`config.mk`:
```
export PLATFORM = sky130hd
export DESIGN_NAME = wb_queue
export DESIGN_NICKNAME = d
export VERILOG_FILES = /design/src/rtl/wb_queue.sv
export SDC_FILE = /design/constraint.sdc
export NUM_CORES = 1
export LEC_CHECK = 0
export CORE_MARGIN = 2
export CORE_UTILIZATION = 55
export DETAILED_ROUTE_END_ITERATION = 16
export PLACE_DENSITY_LB_ADDON = 0.3
export SYNTH_ARGS = -nofsm -noshare
export SYNTH_HDL_FRONTEND = slang
export SYNTH_SLANG_ARGS = --single-unit
```
`constraint.sdc`:
```
create_clock -name clk -period 2.9 [get_ports clk]
set_input_delay 0.725 -clock clk [delete_from_list [all_inputs] [get_ports clk]]
set_output_delay 0.725 -clock clk [all_outputs]
set_load 0.03 [all_outputs]
```
`src/rtl/wb_queue.sv`:
```
// Write-back queue: buffers {addr, data} results from execute and drains one per
// cycle into the storage cells as a registered word plus a one-hot strobe.
module wb_queue #(
  parameter int WIDTH = 17,
  parameter int DEPTH = 4,
  parameter int NCELL = 8,
  localparam int AW = $clog2(NCELL),
  localparam int PW = $clog2(DEPTH),
  localparam int CW = $clog2(DEPTH) + 1
) (
  input  logic             clk,
  input  logic             rst_n,
  input  logic             in_valid,
  input  logic [WIDTH-1:0] in_data,
  input  logic [AW-1:0]    in_addr,
  output logic             in_ready,
  input  logic             hold,
  output logic [WIDTH-1:0] wd,
  output logic [NCELL-1:0] ws,
  output logic [NCELL-1:0] pend_mask,
  output logic [CW-1:0]    count
);

  logic [AW-1:0]    mem_addr [DEPTH];
  logic [WIDTH-1:0] mem_data [DEPTH];
  logic [PW-1:0]    wptr;
  logic [PW-1:0]    rptr;
  logic             push;
  logic             pop;
  logic [PW-1:0]    idx;

  // Ready depends only on registered count, never on a same-edge pop.
  assign in_ready = (count != CW'(DEPTH));
  assign push     = in_valid && in_ready;
  assign pop      = (count != '0) && !hold;

  // Entry storage needs no reset: only entries inside [rptr, rptr+count) are ever read.
  always_ff @(posedge clk) begin
    if (push) begin
      mem_addr[wptr] <= in_addr;
      mem_data[wptr] <= in_data;
    end
  end

  always_ff @(posedge clk or negedge rst_n) begin
    if (!rst_n) begin
      wptr  <= '0;
      rptr  <= '0;
      count <= '0;
      ws    <= '0;
      wd    <= '0;
    end else begin
      if (push) wptr <= wptr + 1'b1;
      if (pop) begin
        rptr <= rptr + 1'b1;
        wd   <= mem_data[rptr];
        ws   <= NCELL'(1) << mem_addr[rptr];
      end else begin
        ws <= '0;
      end
      case ({push, pop})
        2'b10:   count <= count + 1'b1;
        2'b01:   count <= count - 1'b1;
        default: count <= count;
      endcase
    end
  end

  always_comb begin
    pend_mask = ws;
    idx       = '0;
    for (int i = 0; i < DEPTH; i++) begin
      idx = rptr + PW'(i);
      if (CW'(i) < count) pend_mask = pend_mask | (NCELL'(1) << mem_addr[idx]);
    end
  end

endmodule

```
Word level (Yosys, flattened, before mapping). Memory sizes are Yosys's and may differ from the RTL's. A register that Yosys moved wholly into a read port is not among the register bits. Index checks and enable logic that the tools add are counted.

Logic and storage cells: 41. Memory bits (read-only): 0. Output and inout bits: 37. Input bits: 24. Memory bits (writable): 80. Memories: 2. Register bits after elaboration: 15. Latch bits: 0.

Memories: mem_data (depth 4, bits a word 17, read ports 1, clocked after memory_dff 1, write ports 1, line 25) `logic [WIDTH-1:0] mem_data [DEPTH];`; mem_addr (depth 4, bits a word 3, read ports 4, clocked after memory_dff 0, write ports 1, line 24) `logic [AW-1:0] mem_addr [DEPTH];`.

Multiply operators: 0. Shifts and indexed selects: 4. $add $sub $neg: 6. Eq/ne operators: 3. Divide/modulo/power cells: 0. Mux-type cells: 8. Reductions and logical operators: 6. Order comparisons: 4. Bitwise logic cells: 4.

Operators with widths (count): 8-bit two-way mux (5); 8-bit OR (4); 1-bit by 3-bit left shift with 8-bit output (first input constant) (4); 1-bit by 3-bit less-than comparator with 1-bit output (first input constant) (2); 2-bit by 3-bit less-than comparator with 1-bit output (first input constant) (2); 3-bit case mux with 2 select lines (1); 2-bit by 1-bit adder with 2-bit output (second input constant) (2); 2-bit adder (second input constant) (2); 3-bit by 1-bit adder with 3-bit output (second input constant) (1); 3-bit inequality test (second input constant) (1); 3-bit nonzero test (1); 3-bit by 1-bit subtractor with 3-bit output (second input constant) (1); 2-bit by 1-bit == test with 1-bit output (second input constant) (1); 2-bit == test (second input constant) (1); 1-bit logical AND (2); 1-bit logical NOT (2); 1-bit two-way mux (2); 2-bit nonzero test (1).

Logic depth before layout (Yosys ltp). An unclocked memory read counts as a cell.

Depth in word-level cells: 10. Depth in mapped cells: 9. Mapped depth without buffers: 9.

Worst setup path before layout. No wires, ideal clock.

Path type: reg-to-output. Start point: register rptr[0]. End point: output pend_mask[5]. Arrival time: 1902 ps. Buffers on the path: 1. Cell stages (with the launch flop): 6. Required time: 2175 ps. Slack: 273 ps. Path through: dfrtp_1 buf_6 mux4_2 nand2b_2 nor2_1 or4_1.

Word-level cells in the longest chain between the ends: 10. Elaborated cells on any way between the ends: 16. Classes of those cells: add/sub (3); shift (4); mux (4); bitwise (4); memory (1).

Ends and longest elaborated chain: start, declared (line 27) `logic [PW-1:0] rptr;`; start signal, assigned (line 55) `rptr <= rptr + 1'b1;`; memory 4 x 3 bit (*); 1-bit by 3-bit left shift with 8-bit output (line 74) `if (CW'(i) < count) pend_mask = pend_mask | (NCELL'(1) << mem_addr[idx]);`; 8-bit OR (line 74); 8-bit two-way mux (line 74); 8-bit OR (line 74); 8-bit two-way mux (line 74); 8-bit OR (line 74); 8-bit two-way mux (line 74); 8-bit OR (line 74); 8-bit two-way mux (*) (line 74); end, declared (line 20) `output logic [NCELL-1:0] pend_mask,`.

Mark *: on every way between the ends. The rest lies on a longest branch, timed or not.

Worst setup path after layout. Ends and elaborated chain as after synthesis.

==> flow_summary.toml <==
[run_status]
status = "finished with violations"
violations = "setup timing"

[final_layout]
multi_input_area_sq_um = 1530
drive_gt1_frac = 0.373
syn_to_final_growth_pct = 29.9
design_area_sq_um = 6170
regArea_sq_um = 3210
stdcell_count = 486
nFillCells = 499
num_antenna_cells = 0
nNetsFinal = 409
layout.core_utilization = 0.743

[cts]
ctsLongestPathBuffers = 2
cts-root-buf = "clkbuf_8"
cts.clk_slew.worst_paths_ns = 0.11
cts_hold_buf = 0
cts.sinks = 112
cts_tree = "yes"
insertion_delay_ns = 0.38
ctsHtreeMaxLevel = 3
numCtsBuffers = 9

[critical_path]
cp_num_buf_inv = 2
slowest_delay_ns = 0.54
critPathSlowestCell = "mux4_2"
cp_cell_sequence = "buf_12, mux4_2, nor3b_2, or4_4, buf_6"
cpLargestDelayFamily = "simple AND/OR/NAND/NOR gates"
cp-end-kind = "output pin"
reg2reg_slack_ns = 0.84
worstPathArrival_ns = 2.39
worst_setup_path_start_kind = "flop"
criticalPathCategory = "reg2out"
cp_max_fo = 6
worstPathRequired_ns = 2.17

[place]
port-buffer-count = 60
hpwl_mm = 6.43
place_inst = 463
dpl_cell_area_sq_um = 5780
gp_congestion = 1.00

[floorplanning]
die_x_um = 96.9
coreArea_sq_um = 8300
die_area_sq_um = 9390
rows = 33
ios = 61
die_h_um = 96.9
initial_utilization = 0.572

[sta]
final_max_slew_viol_count = 0
fin_crit_sh = 1.07
fin_skew_ns = 0.0117
finalHoldViolCount = 0
fmax_mhz = 321
max_slew_margin = 0.457
tightestPinTransition_ns = 0.814
finalSetupViolations = 8
setup_slack_ns = -0.211
rsz0062_at_grt = "yes"
min_period_ns = 3.11
holdWs_ns = 0.427

[logic_synthesis]
synth_area_sq_um = 4750
synth-compound-area-share = 0.0282
synth_seq_cells = 112
synthMuxAreaShare = 0.182
yosys.area.top_type = "edfxtp_1"
yosys.area.top_type_share = 0.506
seq_area_frac_synth = 0.675
synth-xor-area-share = 0.0111
yosysWarnings = 0
ys_types = 30
syn_nets = 296
ys_async_sr_fraction = 0.286
syn_avg_cell_area_sq_um = 18.0
synth_top_family_by_area = "multiplexers"
synthTopCellsByCount = "edfxtp_1, dfrtp_1, mux4_2"
yosys.area_share.adder = 0.0237
yosys.area_share.simple = 0.0622
synth_cells = 263
synth-edff-count = 80
ys.flop_type = "edfxtp_1"
synth.most_common_cell = "edfxtp_1"
synthTopCellsByArea = "edfxtp_1, dfrtp_1, mux4_2, mux2_2, ha_1"

[pwr]
ir_drop_uv = 581
cellPowerDensity_nw_per_um2 = 1240
p_leak_nw = 2.31

[global_routing]
track_usage = 0.208
grt_pass1_wl_mm = 15.0
grt.overflow.total = 0
grt_max_degree = 33
grt_pass1_vias = 2869
antenna_found_initial = 0

[route]
via_count = 2792
finalWirelength_mm = 9.26
ant_nets = 0
first_pass_iters = 4
wl_per_cell_um = 19.1
first_iter_violations = 155
avgViaCountPerCell = 5.74
drc_errors = 0

[job]
maxCapViolCount = 0

[worst_hold_path]
hold_class = "in2async"
through the flow:
| stage | TNS (ns) | worst slack [ns] | total power, mW |
|---|---|---|---|
| 2_1_floorplan | 0 | 0.273 | 4.69 |
| 3_3_place_gp | -0.556 | -0.164 | 6.20 |
| 3_5_place_dp | -0.643 | -0.198 | 6.28 |
| 4_1_cts | -1.32 | -0.209 | 7.55 |
| 5_1_grt | -2.03 | -0.289 | 8.06 |
| 6_report | -1.24 | -0.211 | 7.65 |
path summary, 6_finish.rpt:
check / endpoint / start / cells after the start
max in group asynchronous: rptr[1] / rst_n / 1
min in group clk: wd[14] / wd[14] / 1
worst max register to register: mem_data[3][13] / count[0] / 6
worst min register to register: wd[14] / wd[14] / 1
worst min-delay path: ws[0] / rst_n / 1
worst max-delay path: pend_mask[5] / rptr[0] / 5
layer usage:
| layer | wire (um) | global-route usage | vias up |
|---|---|---|---|
| met3 | 482 | 0.0434 | 15 |
| met2 | 4740 | 0.355 | 103 |
| met1 | 3820 | 0.264 | 1415 |
| met5 | 0 | 0 | - |
| li1 | - | - | 1259 |
| met4 | 221 | 0.0813 | 0 |
state kept, by name (all words and copies together), names as in the netlist:
| name | flops |
|---|---|
| ws | 8 |
| mem_addr | 12 |
| mem_data | 68 |
| wd | 17 |
| rptr | 2 |
| wptr | 2 |
| count | 3 |
cell families after synthesis:
group / count (synthesis)
flip-flops: 112
AND/OR/NAND/NOR: 54
multiplexers: 47
AO/OA/AOI/OAI: 21
buffers and inverters: 14
adder cells (fa/ha/maj): 9
XOR/XNOR: 6
layout make-up:
| cell class | count | share of cell area |
|---|---|---|
| timing repair buffer | 110 | 0.170 |
| tap | 105 | 0.0213 |
| sequential | 112 | 0.520 |
| inverter | 6 | 0.00365 |
| clock inverter | 7 | 0.0170 |
| multi-input combinational | 137 | 0.248 |
| clock buffer | 9 | 0.0201 |
cells in the final DEF, fill, tap and decap left out, drive strengths merged:
cell / Yosys / routed
and2: 1 / 1
dfrtp: 32 / 32
clkbuf: 0 / 9
o21ba: 1 / 1
clkinv: 0 / 1
clkdlybuf4s50: 0 / 50
mux2i: 1 / 1
nand2: 11 / 11
or4: 2 / 2
inv: 6 / 11
ha: 9 / 9
or3: 7 / 7
and3: 4 / 4
o22ai: 14 / 14
xor2: 1 / 1
nor2: 11 / 11
a21oi: 2 / 2
xnor2: 5 / 5
nand2b: 11 / 11
o21bai: 1 / 1
bufinv: 0 / 1
mux2: 17 / 17
dlymetal6s2s: 0 / 1
or2: 5 / 5
buf: 8 / 59
mux4: 29 / 29
o21ai: 3 / 3
edfxtp: 80 / 80
nor3b: 2 / 2
what timing repair did:
item | CTS | global route
pin swaps | 4 | 2
setup endpoints to repair | 8 | 9
buffers inserted | 4 | 3
gates resized for setup | 47 | 10
report_power, final:
group / internal (mW) / switching [mW] / total, mW
registers: 2.17 / 0.207 / 2.37
logic: 2.19 / 2.07 / 4.26
clock network: 0.439 / 0.576 / 1.02
total: 4.80 / 2.85 / 7.65
(Power assumes the default switching activity.)
